### config.mk
export PLATFORM = sky130hd
export DESIGN_NAME = sweep_counter
export DESIGN_NICKNAME = d
export VERILOG_FILES = /design/src/rtl/sweep_counter_pkg.sv /design/src/rtl/sweep_counter.sv
export SDC_FILE = /design/constraint.sdc
export NUM_CORES = 1
export LEC_CHECK = 0
export ABC_AREA = 1
export CAP_MARGIN = 5
export CORE_AREA = 5 5 46 48
export CTS_CLUSTER_SIZE = 14
export DETAILED_ROUTE_END_ITERATION = 8
export DIE_AREA = 0 0 51 53
export HOLD_SLACK_MARGIN = 0.03
export PLACE_DENSITY = 0.72
export SETUP_SLACK_MARGIN = 0.5
export SLEW_MARGIN = 10
export SYNTH_ARGS = -nofsm -noshare
export SYNTH_HDL_FRONTEND = slang
export SYNTH_SLANG_ARGS = --single-unit
### constraint.sdc
create_clock -name clk -period 1.71 [get_ports clk]
set_input_delay 0.171 -clock clk [delete_from_list [all_inputs] [get_ports clk]]
set_output_delay 0.171 -clock clk [all_outputs]
set_load 0.02 [all_outputs]
### src/rtl/sweep_counter_pkg.sv
// Shared types and constants for the go-triggered sweep counter.
package sweep_counter_pkg;

    // Run sequencer states; encoding 2'd3 is illegal and recovers to IDLE.
    typedef enum logic [1:0] {
        IDLE  = 2'd0,
        COUNT = 2'd1,
        DONE  = 2'd2
    } state_t;

    // Sweep direction as latched from the `down` input on an accepted go.
    localparam logic DIR_UP   = 1'b0;
    localparam logic DIR_DOWN = 1'b1;

endpackage

### src/rtl/sweep_counter.sv
// Go-triggered sweep counter: counts from a start value to a per-run latched
// limit (up or down), supports hold and abort, and pulses done_sig for one
// cycle when a run completes.
// Optional completed-run statistics (`passes`) are built when the macro
// SWEEP_COUNTER_STATUS_EN is defined.
module sweep_counter
    import sweep_counter_pkg::*;
#(
    parameter int WIDTH  = 4,
    parameter int PASS_W = 8
) (
    input  logic              clk,
    input  logic              rst_n,
    input  logic              go,
    input  logic [WIDTH-1:0]  limit,
    input  logic              down,
    input  logic              hold,
    input  logic              abort,
    output logic [WIDTH-1:0]  count,
    output logic              busy,
    output logic              done_sig
`ifdef SWEEP_COUNTER_STATUS_EN
    ,
    output logic [PASS_W-1:0] passes
`endif
);

    state_t             state_q;
    logic [WIDTH-1:0]   count_q;
    logic [WIDTH-1:0]   lim_q;
    logic               dir_q;
    logic               at_end;
    logic               run_complete;

    // First value shown in COUNT: 0 for an up sweep, the limit for a down sweep.
    function automatic logic [WIDTH-1:0] start_value(input logic dir,
                                                     input logic [WIDTH-1:0] lim);
        return (dir == DIR_DOWN) ? lim : '0;
    endfunction

    // Terminal value of the sweep: the limit going up, zero going down.
    function automatic logic [WIDTH-1:0] end_value(input logic dir,
                                                   input logic [WIDTH-1:0] lim);
        return (dir == DIR_DOWN) ? '0 : lim;
    endfunction

    // One step toward the terminal value, modulo 2^WIDTH.
    function automatic logic [WIDTH-1:0] step_count(input logic dir,
                                                    input logic [WIDTH-1:0] cnt);
        return (dir == DIR_DOWN) ? (cnt - WIDTH'(1)) : (cnt + WIDTH'(1));
    endfunction

    // Terminal detection and the COUNT->DONE event shared by FSM and statistics.
    always_comb begin
        at_end       = (count_q == end_value(dir_q, lim_q));
        run_complete = (state_q == COUNT) && !abort && !hold && at_end;
    end

    // Sequencer state, count datapath and per-run latched limit/direction.
    always_ff @(posedge clk) begin
        if (!rst_n) begin
            state_q <= IDLE;
            count_q <= '0;
            lim_q   <= '0;
            dir_q   <= DIR_UP;
        end else begin
            case (state_q)
                IDLE: begin
                    count_q <= '0;
                    if (go) begin
                        lim_q   <= limit;
                        dir_q   <= down;
                        count_q <= start_value(down, limit);
                        state_q <= COUNT;
                    end
                end
                COUNT: begin
                    if (abort) begin
                        count_q <= '0;
                        state_q <= IDLE;
                    end else if (!hold) begin
                        // The terminal value is always met before any wrap.
                        if (at_end) begin
                            state_q <= DONE;
                        end else begin
                            count_q <= step_count(dir_q, count_q);
                        end
                    end
                end
                DONE: begin
                    // Single-cycle pulse; go/hold/abort have no effect here.
                    count_q <= '0;
                    state_q <= IDLE;
                end
                default: begin
                    count_q <= '0;
                    state_q <= IDLE;
                end
            endcase
        end
    end

    assign count    = count_q;
    assign busy     = (state_q == COUNT);
    assign done_sig = (state_q == DONE);

`ifdef SWEEP_COUNTER_STATUS_EN
    logic [PASS_W-1:0] passes_q;

    // Saturating increment: sticks at all-ones instead of wrapping.
    function automatic logic [PASS_W-1:0] sat_inc(input logic [PASS_W-1:0] val);
        return (&val) ? val : (val + PASS_W'(1));
    endfunction

    // Completed-run counter; aborted runs never reach DONE and are not counted.
    always_ff @(posedge clk) begin
        if (!rst_n) begin
            passes_q <= '0;
        end else if (run_complete) begin
            passes_q <= sat_inc(passes_q);
        end
    end

    assign passes = passes_q;
`endif

endmodule

==> impl_metrics.py, run 1 <==
metrics = {
    "timing": {
        "timing.final.crit_period_ns": 1.36,
        "drv_slew": 0,
        "final.setup.tns_ns": 0,
        "timing_worst_slew_pin_value_ns": 0.333,
        "max_slew_margin_pct": 77.7,
        "finClkSkew_ns": 0.00172,
        "finalHoldViolCount": 0,
        "timing.final.setup_violations": 0,
        "fin_crit_sh_pct": 79.6,
        "fmax_mhz": 735,
        "rsz0062_at_grt": "true",
    },
    "synth": {
        "yosys.cell_count.top_type": "nand2_1",
        "synth_async_sr_flop_share_pct": 0,
        "library_cell_occupying_the_most_area_in_the_post_synthesis_netlist": "dfxtp_1",
        "post_synth_inst_count": 105,
        "syn_nets": 118,
        "synth.cell_area_sq_um": 687,
        "sequential_share_of_the_synthesized_area_pct": 32.1,
        "synthesized_flop_and_latch_total": 11,
        "synth_common_cells": "29 x nand2_1, 14 x nand3_1, 14 x nor2_1, 11 x dfxtp_1, 10 x inv_1",
        "synthTopCellsByArea": "dfxtp_1 32%, nand2_1 16%, nand3_1 10%, nor2_1 7.7%, inv_1 5.5%",
        "synth_edf_count": 0,
        "synth_ff_type": "dfxtp_1",
        "post_synth.cell_area_avg_sq_um": 6.54,
        "post_synth_num_cell_types": 19,
        "synthDominantCellAreaShare_pct": 32.1,
        "synth_warnings": 0,
    },
    "drt": {
        "postRouteAntennaNets": 0,
        "drc": 0,
        "first_pass_iters": 4,
        "dr_total_vias": 744,
        "drt_wl_total_um": 1800,
        "drt_iter0_markers": 17,
        "viasPerCell": 5.10,
        "route.detailed.wl_per_inst_um": 12.3,
    },
    "finish": {
        "finish.net_count": 143,
        "fillCellCount": 169,
        "areaGrowthSynthToFinish_pct": 43.7,
        "post_route_cells_drive_above_1_share_pct": 26.4,
        "num_antenna_cells": 0,
        "final_util_pct": 59.1,
    },
    "clocking": {
        "clock_sink_count": 11,
        "cts_inserted_buffers": 3,
        "worst_skew_pair.late_latency_ns": 0.25,
        "cts_max_path_buffers": 2,
        "tritoncts": "yes",
        "h_tree_depth": 1,
        "cts.reportedPaths.clkPinSlew_ns": 0.07,
        "cts_root_buf": "clkbuf_4",
    },
    "floorplanning": {
        "fp-row-count": 15,
        "initial_core_utilization_pct": 41.1,
        "boundaryPins": 16,
        "dieArea_sq_um": 2700,
        "core_area_sq_um": 1670,
        "die_w_um": 51,
        "fp.dieH_um": 53,
    },
    "pwr": {
        "combinationalPowerShare_pct": 33.9,
        "share_seq_of_total_power_pct": 41.8,
        "max-vdd-ir-drop_uv": 430,
        "share_clk_of_total_power_pct": 24.2,
        "int_power_uw": 468,
        "netSwitchingFraction_pct": 33.4,
        "leakage_nw": 0.480,
        "pwr_dens_nw_per_um2": 712,
        "p_sw_uw": 235,
    },
    "worst_hold_path": {
        "hold_path_class": "flop to flop",
    },
    "place": {
        "place.detailed.hpwl_um": 1300,
        "io_buffer_count": 15,
        "place.gp.congestion": 0.783,
    },
    "global_routing": {
        "global_route.peak_usage_layer": "met2",
        "met2_usage_pct": 23.4,
        "wire_length_of_the_first_global_routing_pass_um": 2880,
        "overflow_left_after_global_routing": 0,
        "groute.layer.met3.usage_pct": 2.82,
        "antenna_violations_before_repair": 0,
        "grt_pass1_vias": 668,
        "grt_util_met1_pct": 18.8,
        "track_usage_pct": 14.3,
        "grt_max_degree": 13,
    },
    "run_status": {
        "run_status": "completed",
    },
    "worst_setup_path": {
        "critical_path.max_stage_delay_ns": 0.38,
        "endpoint_kind": "flop",
        "critical_path.cell_chain": "fa_2, xor2_1, a22oi_1, nand2_1, nand2_1, nor2_1",
        "cp_data_required_time_ns": 1.85,
        "setup.worst_path.start_class": "flop",
        "worst-r2r-setup-slack_ns": 0.35,
        "worst_path_maximum_fanout": 4,
        "arrival_ns": 1.51,
        "criticalPathCategory": "flop to flop",
        "path_common_cell": "nand2_1",
        "critical_path.slowest_cell": "fa_2",
    },
    "job": {
        "cap_violations": 0,
    },
}
## layout by cell type (no fill, tap or decap)
master / n
a21oi_2: 1
o21ai_2: 1
nand2_2: 3
a22oi_1: 2
clkdlybuf4s50_1: 9
a21oi_1: 3
nand3_1: 13
xor2_1: 1
dlygate4sd2_1: 3
clkbuf_4: 3
nand3_2: 1
o21ai_0: 4
nand2_1: 26
ha_1: 1
inv_1: 10
nor2_4: 3
and3_1: 1
clkbuf_1: 1
o21a_1: 1
nand2_4: 3
ha_4: 1
clkbuf_2: 2
a22oi_2: 1
buf_2: 1
inv_2: 1
buf_6: 1
inv_6: 1
dfxtp_4: 4
buf_4: 4
dfxtp_2: 1
dfxtp_1: 6
inv_4: 1
nor2_1: 14
fa_2: 1
## area by class of cell
type	instances	area, sq um	area share (%)
repair inverters	1	6.26	0.634
clock buffers	4	26.3	2.66
well taps	17	21.3	2.15
repair buffers	20	173	17.5
flip-flops and latches	11	236	24.0
inverters	12	50.0	5.07
multi-input cells	81	474	48.0
## path summary, 6_finish.rpt
path | depth (start not counted) | to | from
worst min register to register | 2 | lim_q[3] | lim_q[3]
worst max-delay path | 6 | count[2] | count[1]
worst min-delay path | 2 | lim_q[3] | lim_q[3]
worst max register to register | 6 | count[2] | count[1]
## metal layers
layer	part of all wire [%]	up-vias
met1	45	333
li1	-	387
met5	0	-
met2	48	22
met3	6.2	2
met4	0.78	0
## stage by stage
stage / power (mW) / std cells / hold slack (ns) / area, sq um / setup WS (ns)
global placement: 0.489 / 136 / 0.489 / 883 / 0.207
floorplan: 0.423 / 105 / 0.288 / 719 / 0.417
global route: 0.763 / 146 / 0.536 / 987 / 0.276
finish: 0.703 / 146 / 0.505 / 987 / 0.350
CTS: 0.673 / 145 / 0.498 / 955 / 0.358
detailed placement: 0.491 / 136 / 0.487 / 883 / 0.156
## flip-flops by register name, summed over array words and instances, names as in the netlist
register and cells:
count 4, state_q 2, dir_q 1, lim_q 4
## power by group through the flow
stage	Clock (mW)	Sequential, mW	Combinational (mW)
floorplan	0	0.303	0.121
global placement	0	0.299	0.190
detailed placement	0	0.299	0.192
CTS	0.173	0.293	0.207
global route	0.203	0.297	0.263
finish	0.170	0.294	0.238
## critical path: cells and delay by family, from the launching register on
family          cells  cell delay (ns)
fa+ha+maj           1             0.38
flops               1             0.36
compound gates      1             0.18
simple gates        3             0.17
xor+xnor            1             0.16
## what timing repair did
action                                  in CTS  in global routing
resized for setup                           13                 15
hold buffers                                 0                  0
buffers inserted                             4                  1
endpoints found under the setup margin      12                  9
pin swaps                                    5                  4
cloned                                       1                  0
## cell families after synthesis
logic type,Yosys count,share of synthesized area (%)
compound gates,13,10.9
xor+xnor,1,1.28
fa+ha+maj,3,6.56
buf+inv,13,7.65
flops,11,32.1
simple gates,64,41.5
Power figures use the tool's default switching activity.
==> run 2: changes to the inputs <==
- clock period: 1.71 -> 1.3 ns (I/O delays scaled with it)
==> impl_metrics.py, run 2 (same netlist as run 1, synthesis figures left out) <==
metrics = {
    "pwr": {
        "max-vdd-ir-drop_uv": 652,
        "design_power_total_uw": 950,
        "leakage_nw": 0.485,
        "pwr_dens_nw_per_um2": 883,
    },
    "floorplanning": {
        "fp-row-count": 15,
        "boundaryPins": 16,
        "die_w_um": 51,
        "dieArea_sq_um": 2700,
        "initial_core_utilization_pct": 41.1,
        "core_area_sq_um": 1670,
        "fp.dieH_um": 53,
    },
    "worst_setup_path": {
        "cp_data_required_time_ns": 1.46,
        "cp.buffers_inverters": 0,
        "kind_of_cell_adding_the_most_delay_to_the_critical_path": "adder cells",
        "critical_path.cell_chain": "fa_2, xor2_2, a22oi_2, nand2_1, nand2_1, nor2_1",
        "worst-r2r-setup-slack_ns": -0.05,
        "criticalPathCategory": "flop to flop",
        "arrival_ns": 1.51,
        "critical_path.max_stage_delay_ns": 0.39,
        "worst_path_maximum_fanout": 2,
        "setup.worst_path.start_class": "flop",
        "endpoint_kind": "flop",
        "critical_path.slowest_cell": "fa_2",
        "path_common_cell": "nand2_1",
    },
    "finish": {
        "num_antenna_cells": 0,
        "final_util_pct": 64.3,
        "post_route_cells_drive_above_1_share_pct": 35.4,
        "finalNonFillerCells": 147,
        "areaGrowthSynthToFinish_pct": 56.5,
        "mostFrequentLayoutCell": "nand2_1",
        "finish.net_count": 144,
        "fillCellCount": 148,
        "mostFrequentLayoutCells": "27 x nand2_1, 13 x nand3_1, 11 x nor2_1, 9 x clkdlybuf4s50_1",
        "non_filler_cell_area_final_sq_um": 1070,
    },
    "timing": {
        "drv_slew": 0,
        "timing.final.ws_setup_ns": -0.0466,
        "finClkSkew_ns": 0.00199,
        "max_slew_margin_pct": 85.7,
        "finalHoldViolCount": 0,
        "timing.final.setup_violations": 1,
        "fin_crit_sh_pct": 104,
        "timing_worst_slew_pin_value_ns": 0.214,
        "timing.final.crit_period_ns": 1.35,
        "rsz0062_at_grt": "true",
        "fmax_mhz": 743,
    },
    "global_routing": {
        "antenna_violations_before_repair": 0,
        "grt_max_degree": 13,
        "track_usage_pct": 15.4,
        "wire_length_of_the_first_global_routing_pass_um": 3070,
        "overflow_left_after_global_routing": 0,
        "grt_pass1_vias": 698,
    },
    "drt": {
        "drt_wl_total_um": 1870,
        "first_pass_iters": 4,
        "viasPerCell": 5.14,
        "dr_total_vias": 755,
        "postRouteAntennaNets": 0,
        "drc": 0,
        "route.detailed.wl_per_inst_um": 12.7,
        "drt_iter0_markers": 22,
    },
    "worst_hold_path": {
        "hold_path_class": "input port to flop",
    },
    "clocking": {
        "postCtsHoldBufs": 0,
        "cts_root_buf": "clkbuf_4",
        "clock_sink_count": 11,
        "tritoncts": "yes",
        "worst_skew_pair.late_latency_ns": 0.27,
        "cts_max_path_buffers": 2,
        "h_tree_depth": 1,
        "cts_inserted_buffers": 3,
        "cts.reportedPaths.clkPinSlew_ns": 0.08,
    },
    "run_status": {
        "failed_checks": "setup timing",
        "run_status": "finished, violations left",
    },
    "job": {
        "cap_violations": 0,
    },
    "place": {
        "place.detailed.hpwl_um": 1410,
        "place.gp.congestion": 0.844,
        "io_buffer_count": 15,
        "detailed_place.area_sq_um": 942,
        "place.detailed.instances": 139,
    },
}
==> run 2: cell types whose count changed in the layout (fill, tap and decap cells not counted), sizes merged <==
cell	delta
buf	+7
inv	-1
dlygate4sd2	-3
clkbuf	-2
==> run 2: power breakdown <==
group	switching, mW	total (mW)	internal, mW
registers	0.0329	0.392	0.359
clock network	0.126	0.245	0.119
logic	0.165	0.312	0.148
==> run 2: per-stage QoR <==
step,worst slack (ns),hold slack (ns),TNS (ns)
2_1_floorplan,0.00749,0.247,0
3_3_place_gp,-0.0360,0.486,-0.0391
3_5_place_dp,-0.0687,0.494,-0.0925
4_1_cts,-0.0793,0.457,-0.0850
5_1_grt,-0.122,0.510,-0.540
6_report,-0.0466,0.460,-0.0466
==> run 2: area by class of cell <==
class	instances	area, sq um	area share, %
multi-input combinational	81	508	47.3
sequential	11	239	22.2
timing repair buffer	22	230	21.4
inverter	12	50.0	4.66
clock buffer	4	26.3	2.44
tap	17	21.3	1.98
==> run 2: path summary, 6_finish.rpt <==
kind | start | end | depth (start not counted)
setup / recovery | count[0] | count[2] | 6
hold / removal | limit[3] | lim_q[3] | 3
setup reg to reg | count[0] | count[2] | 6
hold reg to reg | lim_q[3] | lim_q[3] | 2
==> run 2: per-layer routing <==
layer,GRT usage [%],wire [um],part of all wire [%],vias up
met5,0,0,0,-
met4,5.38,17,0.91,0
met3,1.97,124,6.6,2
met2,27.9,952,51,23
met1,18.4,772,41,340
li1,-,-,-,390
==> run 2: repair_timing <==
item	4_1_cts	5_1_grt
resized for setup	47	6
pin swaps	6	6
buffers inserted	3	1
setup endpoints to repair	17	17
==> run 2: worst register-to-register path, delay by kind of cell (launching register included) <==
kind / cells / cell delay (ns)
fa+ha+maj: 1 / 0.39
flops: 1 / 0.36
simple gates: 3 / 0.17
xor+xnor: 1 / 0.16
compound gates: 1 / 0.15
